===== src/rtl/acc_proc_core.sv =====
// acc_proc_core: parametrised multicycle accumulator core with req/ack data port.
// Define ACC_MUL_EN to build the opcode-7 multiplier; otherwise opcode 7 is a NOP.
module acc_proc_core #(
  parameter int DATA_W = 16,
  parameter int ADDR_W = 16,
  parameter int NREG   = 6
) (
  input  logic              clk,
  input  logic              rst_n,
  input  logic [1:0]        status,
  output logic              im_en,
  output logic [ADDR_W-1:0] im_addr,
  input  logic [15:0]       im_rdata,
  output logic              dm_req,
  output logic              dm_we,
  output logic [ADDR_W-1:0] dm_addr,
  output logic [DATA_W-1:0] dm_wdata,
  input  logic [DATA_W-1:0] dm_rdata,
  input  logic              dm_ack,
  input  logic [ADDR_W-1:0] host_addr,
  input  logic [DATA_W-1:0] host_wdata,
  output logic [DATA_W-1:0] host_rdata,
  output logic              host_done,
  output logic [ADDR_W-1:0] pc_out,
  output logic              end_process
);

  typedef enum logic [2:0] {
    S_IDLE, S_FETCH, S_DECODE, S_EXEC,
    S_MEM, S_HALT, S_HOST
  } state_t;

  localparam logic [3:0] OP_LDAC = 4'h1;
  localparam logic [3:0] OP_STAC = 4'h2;
  localparam logic [3:0] OP_MVR  = 4'h3;
  localparam logic [3:0] OP_MVAC = 4'h4;
  localparam logic [3:0] OP_ADD  = 4'h5;
  localparam logic [3:0] OP_SUB  = 4'h6;
  localparam logic [3:0] OP_MUL  = 4'h7;
  localparam logic [3:0] OP_INC  = 4'h8;
  localparam logic [3:0] OP_JPZ  = 4'h9;
  localparam logic [3:0] OP_JPNZ = 4'hA;
  localparam logic [3:0] OP_LDI  = 4'hB;
  localparam logic [3:0] OP_SDAR = 4'hC;
  localparam logic [3:0] OP_INCD = 4'hD;
  localparam logic [3:0] OP_END  = 4'hF;
  localparam logic [4:0] NREG_L  = 5'(NREG);

  state_t            r_state;
  state_t            w_nstate;
  logic [ADDR_W-1:0] r_pc;
  logic [ADDR_W-1:0] r_dar;
  logic [DATA_W-1:0] r_ac;
  logic [15:0]       r_ir;
  logic              r_z;
  logic [DATA_W-1:0] r_regs [16];
  logic              r_hret;
  logic              r_hwr;
  logic              r_hused;
  logic [ADDR_W-1:0] r_haddr;
  logic [DATA_W-1:0] r_hwdata;
  logic [DATA_W-1:0] r_hrdata;
  logic              r_hdone;

  logic [3:0]        w_op;
  logic [3:0]        w_idx;
  logic [7:0]        w_imm;
  logic              w_ivld;
  logic              w_run;
  logic              w_hreq;
  logic [DATA_W-1:0] w_rval;
  logic [DATA_W-1:0] w_sum;
  logic [DATA_W-1:0] w_dif;
  logic [DATA_W-1:0] w_inc;

  assign w_op   = r_ir[15:12];
  assign w_idx  = r_ir[11:8];
  assign w_imm  = r_ir[7:0];
  assign w_ivld = {1'b0, w_idx} < NREG_L;
  assign w_run  = (status == 2'b01);
  assign w_hreq = status[1] & ~r_hused;
  assign w_rval = w_ivld ? r_regs[w_idx] : '0;
  assign w_sum  = r_ac + w_rval;
  assign w_dif  = r_ac - w_rval;
  assign w_inc  = w_rval + DATA_W'(1);

`ifdef ACC_MUL_EN
  logic [DATA_W-1:0] w_mul;
  assign w_mul = r_ac * w_rval;
`endif

  always_ff @(posedge clk or negedge rst_n) begin
    if (!rst_n) r_state <= S_IDLE;
    else        r_state <= w_nstate;
  end

  always_comb begin
    w_nstate = r_state;
    unique case (r_state)
      S_IDLE: begin
        if (w_run)       w_nstate = S_FETCH;
        else if (w_hreq) w_nstate = S_HOST;
      end
      S_FETCH:  w_nstate = w_run ? S_DECODE : S_IDLE;
      S_DECODE: w_nstate = w_run ? S_EXEC : S_IDLE;
      S_EXEC: begin
        unique case (1'b1)
          (w_op == OP_LDAC),
          (w_op == OP_STAC): w_nstate = S_MEM;
          (w_op == OP_END):  w_nstate = S_HALT;
          default:           w_nstate = w_run ? S_FETCH : S_IDLE;
        endcase
      end
      S_MEM:  if (dm_ack) w_nstate = w_run ? S_FETCH : S_IDLE;
      S_HALT: if (w_hreq) w_nstate = S_HOST;
      S_HOST: if (dm_ack) w_nstate = r_hret ? S_HALT : S_IDLE;
      default: w_nstate = S_IDLE;
    endcase
  end

  always_comb begin
    im_en       = 1'b0;
    dm_req      = 1'b0;
    dm_we       = 1'b0;
    dm_addr     = '0;
    dm_wdata    = '0;
    end_process = 1'b0;
    unique case (r_state)
      S_FETCH: im_en = 1'b1;
      S_MEM: begin
        dm_req   = 1'b1;
        dm_we    = (w_op == OP_STAC);
        dm_addr  = r_dar;
        dm_wdata = r_ac;
      end
      S_HOST: begin
        dm_req   = 1'b1;
        dm_we    = r_hwr;
        dm_addr  = r_haddr;
        dm_wdata = r_hwdata;
      end
      S_HALT:  end_process = 1'b1;
      default: ;
    endcase
  end

  assign im_addr    = r_pc;
  assign pc_out     = r_pc;
  assign host_rdata = r_hrdata;
  assign host_done  = r_hdone;

  // Host fields are latched at request so they stay stable while dm_req is up.
  always_ff @(posedge clk or negedge rst_n) begin
    if (!rst_n) begin
      r_pc     <= '0;
      r_dar    <= '0;
      r_ac     <= '0;
      r_ir     <= '0;
      r_z      <= 1'b0;
      r_hret   <= 1'b0;
      r_hwr    <= 1'b0;
      r_hused  <= 1'b0;
      r_haddr  <= '0;
      r_hwdata <= '0;
      r_hrdata <= '0;
      r_hdone  <= 1'b0;
      for (int k = 0; k < 16; k++) r_regs[k] <= '0;
    end else begin
      r_hdone <= 1'b0;
      if (status == 2'b00) r_hused <= 1'b0;
      unique case (r_state)
        S_IDLE, S_HALT: begin
          if (w_nstate == S_HOST) begin
            r_hret   <= (r_state == S_HALT);
            r_hwr    <= ~status[0];
            r_haddr  <= host_addr;
            r_hwdata <= host_wdata;
          end
        end
        S_DECODE: begin
          if (w_run) begin
            r_ir <= im_rdata;
            r_pc <= r_pc + ADDR_W'(1);
          end
        end
        S_EXEC: begin
          unique case (w_op)
            OP_MVR:  if (w_ivld) r_regs[w_idx] <= r_ac;
            OP_MVAC: r_ac <= w_rval;
            OP_ADD: begin
              r_ac <= w_sum;
              r_z  <= (w_sum == '0);
            end
            OP_SUB: begin
              r_ac <= w_dif;
              r_z  <= (w_dif == '0);
            end
            OP_MUL: begin
`ifdef ACC_MUL_EN
              r_ac <= w_mul;
              r_z  <= (w_mul == '0);
`endif
            end
            OP_INC: begin
              if (w_ivld) r_regs[w_idx] <= w_inc;
              r_z <= (w_inc == '0);
            end
            OP_JPZ:  if (r_z) r_pc <= ADDR_W'(w_imm);
            OP_JPNZ: if (!r_z) r_pc <= ADDR_W'(w_imm);
            OP_LDI:  r_ac <= DATA_W'(w_imm);
            OP_SDAR: r_dar <= ADDR_W'(r_ac);
            OP_INCD: r_dar <= r_dar + ADDR_W'(1);
            default: ;
          endcase
        end
        S_MEM: begin
          if (dm_ack && w_op == OP_LDAC) r_ac <= dm_rdata;
        end
        S_HOST: begin
          if (dm_ack) begin
            r_hused <= 1'b1;
            r_hdone <= 1'b1;
            if (!r_hwr) r_hrdata <= dm_rdata;
          end
        end
        default: ;
      endcase
    end
  end

endmodule


===== config.mk =====
export PLATFORM = sky130hd
export DESIGN_NAME = acc_proc_core
export DESIGN_NICKNAME = d
export VERILOG_FILES = /design/src/rtl/acc_proc_core.sv
export SDC_FILE = /design/constraint.sdc
export NUM_CORES = 1
export LEC_CHECK = 0
export CAP_MARGIN = 10
export CORE_UTILIZATION = 40
export DETAILED_ROUTE_END_ITERATION = 12
export DONT_BUFFER_PORTS = 1
export GPL_TIMING_DRIVEN = 0
export REMOVE_ABC_BUFFERS = 1
export SYNTH_ARGS = -nofsm -noshare
export SYNTH_HDL_FRONTEND = slang
export SYNTH_SLANG_ARGS = --single-unit
export TNS_END_PERCENT = 1

===== constraint.sdc =====
create_clock -name clk -period 12.4 [get_ports clk]
set_input_delay 1.24 -clock clk [delete_from_list [all_inputs] [get_ports clk]]
set_output_delay 1.24 -clock clk [all_outputs]
set_load 0.05 [all_outputs]

==> results of run 1 <==
-- metal layers --
metal  share of wire (%)  global-route usage (%)  vias up
met4                 3.1                    7.06        2
met1                  45                    27.4     5632
li1                    -                       -     5339
met2                  47                    31.9      316
met3                 4.8                    2.84       71
met5               0.027                       0        -
-- power by group --
part | switching [mW] | internal [mW] | total (mW)
Combinational | 0.867 | 0.556 | 1.42
Clock | 0.397 | 0.642 | 1.04
Sequential | 0.474 | 1.14 | 1.61
-- sequential cells by signal, summed over array words and instances (netlist names) --
register    cells
r_hwr           1
host_rdata     16
r_hret          1
host_done       1
im_addr        16
r_ir           16
r_hwdata       16
r_state         3
r_hused         1
r_ac           16
r_dar          16
r_z             1
r_regs        175
r_haddr        16
-- stage by stage --
stage | area [um2] | hold WS (ns) | setup WS [ns] | power, mW
6_report | 17400 | 0.368 | 7.12 | 4.07
5_1_grt | 17400 | 0.380 | 6.73 | 4.30
4_1_cts | 17400 | 0.374 | 7.16 | 4.08
3_5_place_dp | 16200 | 0.361 | 7.18 | 3.03
3_3_place_gp | 16000 | 0.357 | 3.64 | 2.99
2_1_floorplan | 15400 | 0.346 | 6.87 | 2.60
-- synthesized netlist by cell type, types with 5 or more instances --
library cell,n
a21oi_1,88
a221o_1,5
a221oi_1,7
a22oi_1,10
a31oi_1,12
and3_1,12
buf_1,8
buf_2,9
buf_4,20
clkbuf_1,139
dfrtp_1,295
ha_1,37
inv_1,40
mux2_2,126
mux2i_1,47
mux4_1,9
mux4_2,30
nand2_1,167
nand2b_1,22
nand3_1,36
nand4_1,8
nand4b_1,6
nor2_1,117
nor2b_1,18
nor3_1,31
nor4_1,9
o2111ai_1,5
o211ai_1,7
o21a_1,5
o21ai_0,94
o21ai_1,5
o22a_1,7
o22ai_1,19
o31ai_1,6
or2_2,8
or3_1,8
xnor2_1,30
xor2_1,6
-- worst max-delay path, delay by kind of cell (launching register included) --
kind / cells / cell delay [ns]
flip-flops: 1 / 0.72
adder cells (fa/ha/maj): 2 / 0.61
AO/OA/AOI/OAI: 6 / 2.10
XOR/XNOR: 1 / 0.21
AND/OR/NAND/NOR: 5 / 1.55
-- final cells by class --
class                           count  share of cell area (%)
Inverter                           42                   0.905
Sequential cell                   295                    42.4
Tap cell                          525                    3.77
Timing Repair Buffer               12                    1.06
Clock buffer                       50                    5.69
Multi-Input combinational cell   1067                    45.1
Clock inverter                     10                    1.05
-- worst paths after layout --
check                               to  depth (start not counted)   startpoint  slack (ns)
max                                r_z                         14     r_ir[11]        7.12
min                        r_regs[145]                          0  r_regs[145]        0.37
max reg2reg                        r_z                         14     r_ir[11]        7.12
min reg2reg                r_regs[145]                          0  r_regs[145]        0.37
max in group asynchronous  r_regs[190]                          0        rst_n       11.47
min in group asynchronous   r_haddr[2]                          0        rst_n        0.42
-- cell families after synthesis --
logic type / share of synthesized area (%)
xor gates and xnor gates: 1.95
DFF: 45.6
AOI/OAI and AO/OA: 12.9
and+or+nand+nor: 13.1
adders and majority gates: 3.11
muxes: 17.3
buffers and inverters: 6.00
==> summary.md, run 1 <==
| Metric | Value |
|---|---|
| Status | `complete, no violations` |
| Layout area overhead | `7.68%` |
| Register area share after synthesis | `45.6%` |
| CP required | `12.85 ns` |
| Htree depth | `2` |
| DP Wirelength | `28100 um` |
| CP startpoint kind | `flop` |
| Starting density of the core | `40.6%` |
| #FFs+latches synth | `295` |
| # rows | `73` |
| Most frequent cells in the layout | `dfrtp_1 (291), nand2_1 (167), mux2_2 (126)` |
| Syn avg cell area | `10.2 um2` |
| Via count | `11400` |
| Die Height | `203 um` |
| Setup TNS | `0 ns` |
| Drt wl/cell | `20.3 um` |
| Peak VDD IR | `92.1 uV` |
| Port Buffer Count | `0` |
| Prevailing post-synth register cell | `dfrtp_1` |
| CTS tree | `done` |
| RSZ-0062 raised after global routing | `false` |
| Total CTS buffers | `34` |
| Skew final | `0.0133 ns` |
| Pre-antenna DRT Iters | `5` |
| Initial antenna violation count | `1` |
| Total GRT Usage | `19.9%` |
| Placed cells | `1940` |
| Post-layout min period | `5.28 ns` |
| Number of synthesized flops with an enable pin | `0` |
| Storage element area | `7390 um2` |
| Hold Violations, Final | `0` |
| Worst Setup End Kind | `flop` |
| GRT overflow | `0` |
| Fin util | `43.7%` |
| Crit Path Class | `flop to flop` |
| Drc violations | `0` |
| Final wirelength | `40700 um` |
| YS warnings | `0` |
| Distinct cells, synth | `78` |
| Slew Limit Headroom | `22.2%` |
| Leakage power | `7.81 nW` |
| HP Class | `flop to flop` |
| Max Slew Vio Count | `0` |
| Chip width | `203 um` |
| Mapped Cells | `1585` |
| Core Region | `39800 um2` |
| RePlAce Congestion | `0.906` |
| Vias/cell | `5.68` |
| CP Data Arrival Time | `5.72 ns` |
| Post-synth top area share | `45.6%` |
| # Post-CTS Setup Buffers | `0` |
| Max Cap Viol | `0` |
| Post-CTS Hold Buffers | `0` |
| Largest net degree at the start of global routing | `296` |
| Final cell count without fillers | `2001` |
| Cts repair resizes | `0` |
| 1st-iter DRT viols | `1076` |
| Cell repeated most along the worst path | `o31a_1` |
| Post-synthesis instance area | `16200 um2` |
| Die area | `41200 um2` |
| Final critical-path share of the clock period | `42.6%` |
| Clock Sinks | `295` |
| Layout cells sized above 1 | `17.2%` |
| Cell Pwr Density | `234 nW/um2` |
| Multi-input logic area | `7850 um2` |
| Cell taking the most area after synthesis | `dfrtp_1` |
| Fmax | `189 MHz` |
| Setup violators final | `0` |
| Critical path cell sequence | `nor2_1, nand2_1, o21ai_0, ha_1, fa_1, nor2b_1, o31a_1, o31a_1, o41ai_1, xnor2_1, nor3_1, nand4b_1, o221a_1, a21oi_2` |
| Vias in the first global route | `11200` |
| Commonest non-fill, non-tap cell in the layout | `dfrtp_1` |
| First-pass GRT wire length | `64700 um` |
| Top cells by area, synth | `dfrtp_1 (46%), mux2_2 (8.8%), mux4_2 (4.2%)` |
| Crit path max-delay cell type | `nor2_1` |
| Delay of the slowest critical-path stage | `1.02 ns` |
| Io pins | `154` |
| Nets@finish | `1560` |
| Clock Tree Buf Depth | `3` |
| Crit-path max FO | `16` |
| Clock-pin slew on the worst setup and hold paths | `0.06 ns` |
| Root Driver | `clkbuf_16` |
| Clk_lat worst skew | `0.52 ns` |
| Slew @ Worst Pin | `1.16 ns` |
| Diodes inserted | `0` |
| Final ANT Viol Nets | `0` |
| # fillers | `3719` |
| Async S/R FF share, synth | `100%` |
Power figures use the tool's default switching activity.
==> run 2, diff against run 1 <==
- clock period: 12.4 -> 5 ns (I/O delays scaled with it)
==> summary.md, run 2 (synthesis results as in run 1) <==
| Metric | Value |
|---|---|
| Most frequent cells in the layout | `dfrtp_1 (290), nand2_1 (167), mux2_2 (126)` |
| Core Region | `39800 um2 (unchanged)` |
| Die Height | `203 um (unchanged)` |
| CP startpoint kind | `flop` |
| Setup TNS | `0 ns (unchanged)` |
| Drt wl/cell | `20.5 um (+0.97%)` |
| Commonest non-fill, non-tap cell in the layout | `dfrtp_1` |
| Total GRT Usage | `20.0% (+0.13 points)` |
| R2R Setup Slk | `0.12 ns (-7.00 ns)` |
| Max reg flops | `175 (unchanged)` |
| Failing checks | `hold timing` |
| Post-layout min period | `4.88 ns (-0.401 ns)` |
| Layout area overhead | `8.05%` |
| Post-Place Cell Area | `16200 um2 (unchanged)` |
| CTS tree | `done` |
| Worst Setup End Kind | `flop` |
| Final wirelength | `41100 um (+1.1%)` |
| Hold Violations, Final | `295 (+295)` |
| R2R depth | `14 (unchanged)` |
| GRT overflow | `0 (unchanged)` |
| RR Endpoint | `r_ac[15]` |
| RePlAce Congestion | `0.906 (unchanged)` |
| Fmax | `205 MHz (+8.2%)` |
| Vias in the first global route | `11300 (+0.25%)` |
| Skew final | `0.0138 ns (+0.000436 ns)` |
| Clock Sinks | `295 (unchanged)` |
| # rows | `73 (unchanged)` |
| Crit path from | `r_ir[9]` |
| Layout cells sized above 1 | `17.5% (+0.32 points)` |
| Pre-antenna DRT Iters | `6 (+1)` |
| Hold Slack | `-0.313 ns (-0.681 ns)` |
| Setup violators final | `0 (unchanged)` |
| DP Wirelength | `28100 um (unchanged)` |
| Critical path cell sequence | `mux4_1, mux2i_1, nor2_1, inv_1, ha_1, inv_1, a22o_1, o31ai_1, a21oi_1, o21ai_0, a211oi_1, a221o_1, a221oi_1, a21oi_1` |
| Crit path max-delay cell type | `dfrtp_4` |
| CP Data Arrival Time | `5.27 ns (-0.45 ns)` |
| Largest net degree at the start of global routing | `296 (unchanged)` |
| Slew Limit Headroom | `20.9% (-1.3 points)` |
| Max Slew Vio Count | `0 (unchanged)` |
| Top reg by flops | `r_regs` |
| Crit-path max FO | `15 (-1)` |
| Leakage power | `7.83 nW (+0.25%)` |
| 1st-iter DRT viols | `1048 (-2.6%)` |
| CP required | `5.39 ns (-7.46 ns)` |
| Total CTS buffers | `34 (unchanged)` |
| Delay of the slowest critical-path stage | `0.63 ns (-0.39 ns)` |
| Family with the most delay on the worst path | `compound AO/OA/AOI/OAI gates` |
| Port Buffer Count | `0 (unchanged)` |
| Starting density of the core | `40.6% (unchanged)` |
| Max Cap Viol | `0 (unchanged)` |
| Crit path buf inv count | `2 (+2)` |
| Clk_lat worst skew | `0.52 ns (about the same)` |
| HP Class | `input pin to asynchronous set/reset pin` |
| Diodes inserted | `0 (unchanged)` |
| Post-route cell area | `17500 um2 (+0.34%)` |
| Final critical-path share of the clock period | `97.5% (+55 points)` |
| Storage element area | `7390 um2 (about the same)` |
| Placed cells | `1940 (unchanged)` |
| Clock-pin slew on the worst setup and hold paths | `0.06 ns (about the same)` |
| Worst r2r src | `r_ir[9]` |
| Peak VDD IR | `230 uV (+150%)` |
| Io pins | `154 (unchanged)` |
| First-pass GRT wire length | `65100 um (+0.55%)` |
| Drc violations | `0 (unchanged)` |
| Initial antenna violation count | `1 (unchanged)` |
| Cell Pwr Density | `582 nW/um2 (+150%)` |
| Die area | `41200 um2 (unchanged)` |
| RSZ-0062 raised after global routing | `true` |
| Final cell count without fillers | `2003 (+0.10%)` |
| Multi-input logic area | `7860 um2 (+0.14%)` |
| Vias/cell | `5.69 (+0.22%)` |
| Root Driver | `clkbuf_16` |
| Via count | `11400 (+0.32%)` |
| Slew @ Worst Pin | `1.18 ns (+0.0201 ns)` |
| Status | `finished with violations` |
| Htree depth | `2 (unchanged)` |
| Nets@finish | `1562 (+0.13%)` |
| # fillers | `3713 (-0.16%)` |
| Chip width | `203 um (unchanged)` |
| Crit Path Class | `flop to flop` |
| Clock Tree Buf Depth | `3 (unchanged)` |
| Final ANT Viol Nets | `0 (unchanged)` |
## run 2: power breakdown
group / switching (mW) / internal, mW / total (mW)
logic: 2.24 / 1.41 / 3.65
clock network: 0.989 / 1.59 / 2.58
registers: 1.12 / 2.82 / 3.95
total: 4.35 / 5.83 / 10.2
## run 2: stage by stage
stage	worst slack, ns	total power [mW]	utilization (%)
after floorplan	-0.526	6.46	-
after global placement	-3.76	7.41	40.2
after detailed placement	-0.217	7.51	40.7
after CTS	0.0731	10.2	43.7
after global routing	-0.139	10.7	43.9
final	0.123	10.2	43.9
## run 2: timing repair
action,in CTS,in global routing
gates resized for setup,2,5
endpoints found under the setup margin,4,5
setup buffers,1,1
hold endpoints to repair,295,295
## run 2: final cells by class
class,instances,share of cell area [%]
well taps,525,3.76
clock buffers,50,5.67
inverters,42,0.902
clock inverters,10,1.05
flip-flops and latches,295,42.3
repair buffers,14,1.33
multi-input cells,1067,45.0
## run 2: layer usage
| layer | wire length, um | part of all wire [%] | track usage (%) | vias up |
|---|---|---|---|---|
| met1 | 18500 | 45 | 27.5 | 5646 |
| li1 | - | - | - | 5338 |
| met2 | 19300 | 47 | 32.2 | 343 |
| met3 | 2040 | 5.0 | 2.89 | 67 |
| met4 | 1240 | 3.0 | 7.04 | 2 |
| met5 | 11 | 0.027 | 0 | - |
## run 2: worst max-delay path by stage
stage                     cells after the start           to
final                                        14     r_ac[15]
after global routing                         14     r_ac[15]
after CTS                                    14     r_ac[15]
after detailed placement                     14          r_z
after global placement                        5  r_regs[236]
after floorplan                               5  r_regs[227]
## run 2: worst reg2reg max path, stage by stage (launching register included)
cell and delay [ns]:
dfrtp_4 0.63, mux4_1 0.62, mux2i_1 0.56, nor2_1 0.18, inv_1 0.16, ha_1 0.30
inv_1 0.15, a22o_1 0.25, o31ai_1 0.37, a21oi_1 0.24, o21ai_0 0.39, a211oi_1 0.19
a221o_1 0.38, a221oi_1 0.27, a21oi_1 0.07
==> run 3, diff against run 2 <==
- ABC_AREA: default -> 1
==> summary.md, run 3 <==
| Metric | Value |
|---|---|
| Initial antenna violation count | `0 (-1)` |
| Drt wl/cell | `17.7 um (-14%)` |
| Post-synth top area share | `44.3% (-1.3 points)` |
| Commonest non-fill, non-tap cell in the layout | `nand2_1` |
| CP required | `5.45 ns (+0.06 ns)` |
| Met2 Use GR | `33.8% (+1.6 points)` |
| Register area share after synthesis | `44.3% (-1.3 points)` |
| Clock-pin slew on the worst setup and hold paths | `0.06 ns (about the same)` |
| Htree depth | `1 (-1)` |
| Final critical-path share of the clock period | `89.5% (-8.0 points)` |
| Max Cap Viol | `0 (unchanged)` |
| RePlAce Congestion | `0.875 (-3.5%)` |
| Clock Sinks | `280 (-5.1%)` |
| 1st-iter DRT viols | `1116 (+6.5%)` |
| Die area | `40300 um2 (-2.3%)` |
| Number of synthesized flops with an enable pin | `0 (unchanged)` |
| Die Height | `201 um (-1.1%)` |
| Hold Slack | `-0.373 ns (-0.0594 ns)` |
| Nets@finish | `2058 (+32%)` |
| Most frequent cells after synthesis | `nand2_1 (717), dfrtp_1 (280), o21ai_0 (159)` |
| Layout cells sized above 1 | `7.56% (-10 points)` |
| Most frequent cells in the layout | `nand2_1 (716), dfrtp_1 (278), inv_1 (152)` |
| Slew Limit Headroom | `21.2% (+0.27 points)` |
| CP startpoint kind | `flop` |
| CP Data Arrival Time | `4.93 ns (-0.34 ns)` |
| Pre-antenna DRT Iters | `5 (-1)` |
| Prevailing post-synth register cell | `dfrtp_1` |
| Io pins | `154 (unchanged)` |
| Worst Setup End Kind | `flop` |
| Slew @ Worst Pin | `1.18 ns (-0.00511 ns)` |
| Leakage power | `8.34 nW (+6.5%)` |
| Post-layout min period | `4.48 ns (-0.401 ns)` |
| Worst r2r src | `r_ir[8]` |
| Cell taking the most area after synthesis | `dfrtp_1` |
| # Post-CTS Setup Buffers | `0 (-1)` |
| Root Driver | `clkbuf_16` |
| Final wirelength | `43900 um (+6.8%)` |
| Port Buffer Count | `0 (unchanged)` |
| Distinct cells, synth | `55 (-29%)` |
| Final ANT Viol Nets | `0 (unchanged)` |
| # fillers | `3860 (+4.0%)` |
| RSZ-0062 raised after global routing | `false` |
| Hold Violations, Final | `280 (-5.1%)` |
| GRT overflow | `0 (unchanged)` |
| Chip width | `201 um (-1.1%)` |
| Clk_lat worst skew | `0.58 ns (+0.06 ns)` |
| Met1 usage | `32.9% (+5.3 points)` |
| Async S/R FF share, synth | `100% (unchanged)` |
| Starting density of the core | `40.7% (+0.091 points)` |
| Failing checks | `hold timing` |
| Cell Pwr Density | `535 nW/um2 (-8.1%)` |
| Top reg by flops | `r_regs` |
| Skew final | `0.0124 ns (-0.00134 ns)` |
| Total CTS buffers | `31 (-8.8%)` |
| Total GRT Usage | `22.1% (+2.0 points)` |
| Post-CTS Hold Buffers | `1` |
| Top cells by area, synth | `dfrtp_1 (44%), nand2_1 (17%), o21ai_0 (5.0%)` |
| Vias in the first global route | `12800 (+13%)` |
| Mapped Cells | `2070 (+31%)` |
| Post-synthesis instance area | `15800 um2 (-2.3%)` |
| Core Region | `38800 um2 (-2.5%)` |
| Max reg flops | `160 (-8.6%)` |
| Top-count cell post-synth | `nand2_1` |
| HP Class | `input pin to asynchronous set/reset pin` |
| Crit Path Class | `flop to flop` |
| DP Wirelength | `31300 um (+12%)` |
| Status | `finished with violations` |
| Diodes inserted | `0 (unchanged)` |
| Final cell count without fillers | `2490 (+24%)` |
| Max Slew Vio Count | `0 (unchanged)` |
| Vias/cell | `5.30 (-6.8%)` |
| Peak VDD IR | `311 uV (+35%)` |
| Crit-path max FO | `52 (+37)` |
| Syn avg cell area | `7.63 um2 (-25%)` |
| Largest net degree at the start of global routing | `281 (-5.1%)` |
| #FFs+latches synth | `280 (-5.1%)` |
| CTS tree | `done` |
| Clock Tree Buf Depth | `3 (unchanged)` |
| Setup ws final | `0.524 ns (+0.401 ns)` |
| Drc violations | `0 (unchanged)` |
| Setup violators final | `0 (unchanged)` |
| Layout area overhead | `6.51%` |
| Fmax | `223 MHz (+9.0%)` |
| Via count | `13200 (+16%)` |
| Crit path from | `r_ir[8]` |
| Setup WS pre-CTS | `0.316 ns (+0.532 ns)` |
| YS warnings | `0 (unchanged)` |
| First-pass GRT wire length | `71600 um (+10%)` |
| Grt peak-use layer | `met2` |
| Met3 usage | `3.20% (+0.31 points)` |
| # rows | `72 (-1.4%)` |
| Placed cells | `2434 (+25%)` |
==> run 3: metal layers <==
layer	vias up	part of all wire [%]
li1	6448	-
met4	0	2.2
met2	387	44
met3	60	5.7
met1	6311	48
met5	-	0
==> run 3: path summary, 6_finish.rpt <==
check / depth (start not counted) / slack [ns] / to
setup reg to reg: 22 / 0.52 / r_ac[14]
max in group asynchronous: 0 / 4.72 / r_haddr[14]
setup / recovery: 22 / 0.52 / r_ac[14]
hold / removal: 0 / -0.37 / r_regs[49]
hold reg to reg: 0 / 0.37 / r_regs[140]
min in group clk: 2 / 0.04 / r_ir[12]
==> run 3: final cells by class <==
cell class | instances | area, um2 | share of cell area [%]
Multi-Input combinational cell | 1461 | 7410 | 44.0
Sequential cell | 280 | 7010 | 41.6
Clock buffer | 44 | 895 | 5.32
Tap cell | 518 | 648 | 3.85
Inverter | 168 | 636 | 3.78
Timing Repair Buffer | 8 | 140 | 0.833
Clock inverter | 11 | 90.1 | 0.535
==> run 3: what timing repair did <==
item,4_1_cts,5_1_grt
gates resized for setup,0,1
endpoints found under the hold margin,281,280
setup endpoints to repair,0,4
==> run 3: worst max-delay path, stage by stage (launching register included) <==
cell	delay (ns)
dfrtp_2	0.58
buf_12	0.28
inv_6	0.20
nor2_2	0.71
nand2_1	0.12
nand4_1	0.11
nand2_1	0.05
nand2_1	0.09
nand3_1	0.17
ha_1	0.53
nand2_1	0.13
nor2_1	0.17
nand4_1	0.20
nand3_1	0.12
nand2_1	0.07
inv_1	0.06
o21ai_0	0.10
nand2_1	0.09
nand2_1	0.07
nand3_1	0.07
o211ai_1	0.11
o21ai_0	0.17
nand2_1	0.07
==> run 3: where the power goes <==
part / switching [mW] / internal [mW]
sequential: 0.824 / 2.68
clock: 0.935 / 1.29
combinational: 2.41 / 0.874
==> run 3: stage by stage <==
step / area (um2) / utilization, % / TNS [ns] / power [mW] / hold WS [ns]
finish: 16800 / 43.3 / 0 / 9.01 / -0.373
global placement: 15700 / 40.4 / -7.39 / 6.65 / 0.227
global route: 16800 / 43.3 / 0 / 9.56 / -0.409
floorplan: 15000 / - / 0 / 5.68 / 0.204
detailed placement: 15800 / 40.8 / 0 / 6.79 / 0.226
CTS: 16800 / 43.3 / 0 / 9.05 / -0.402
==> run 3: logic make-up after synthesis <==
kind of cell / after synthesis / synth area share (%)
buffers and inverters: 329 / 8.95
adder cells (fa/ha/maj): 39 / 3.18
XOR/XNOR: 24 / 1.33
AND/OR/NAND/NOR: 998 / 26.0
AO/OA/AOI/OAI: 360 / 13.3
multiplexers: 40 / 2.85
flip-flops: 280 / 44.3
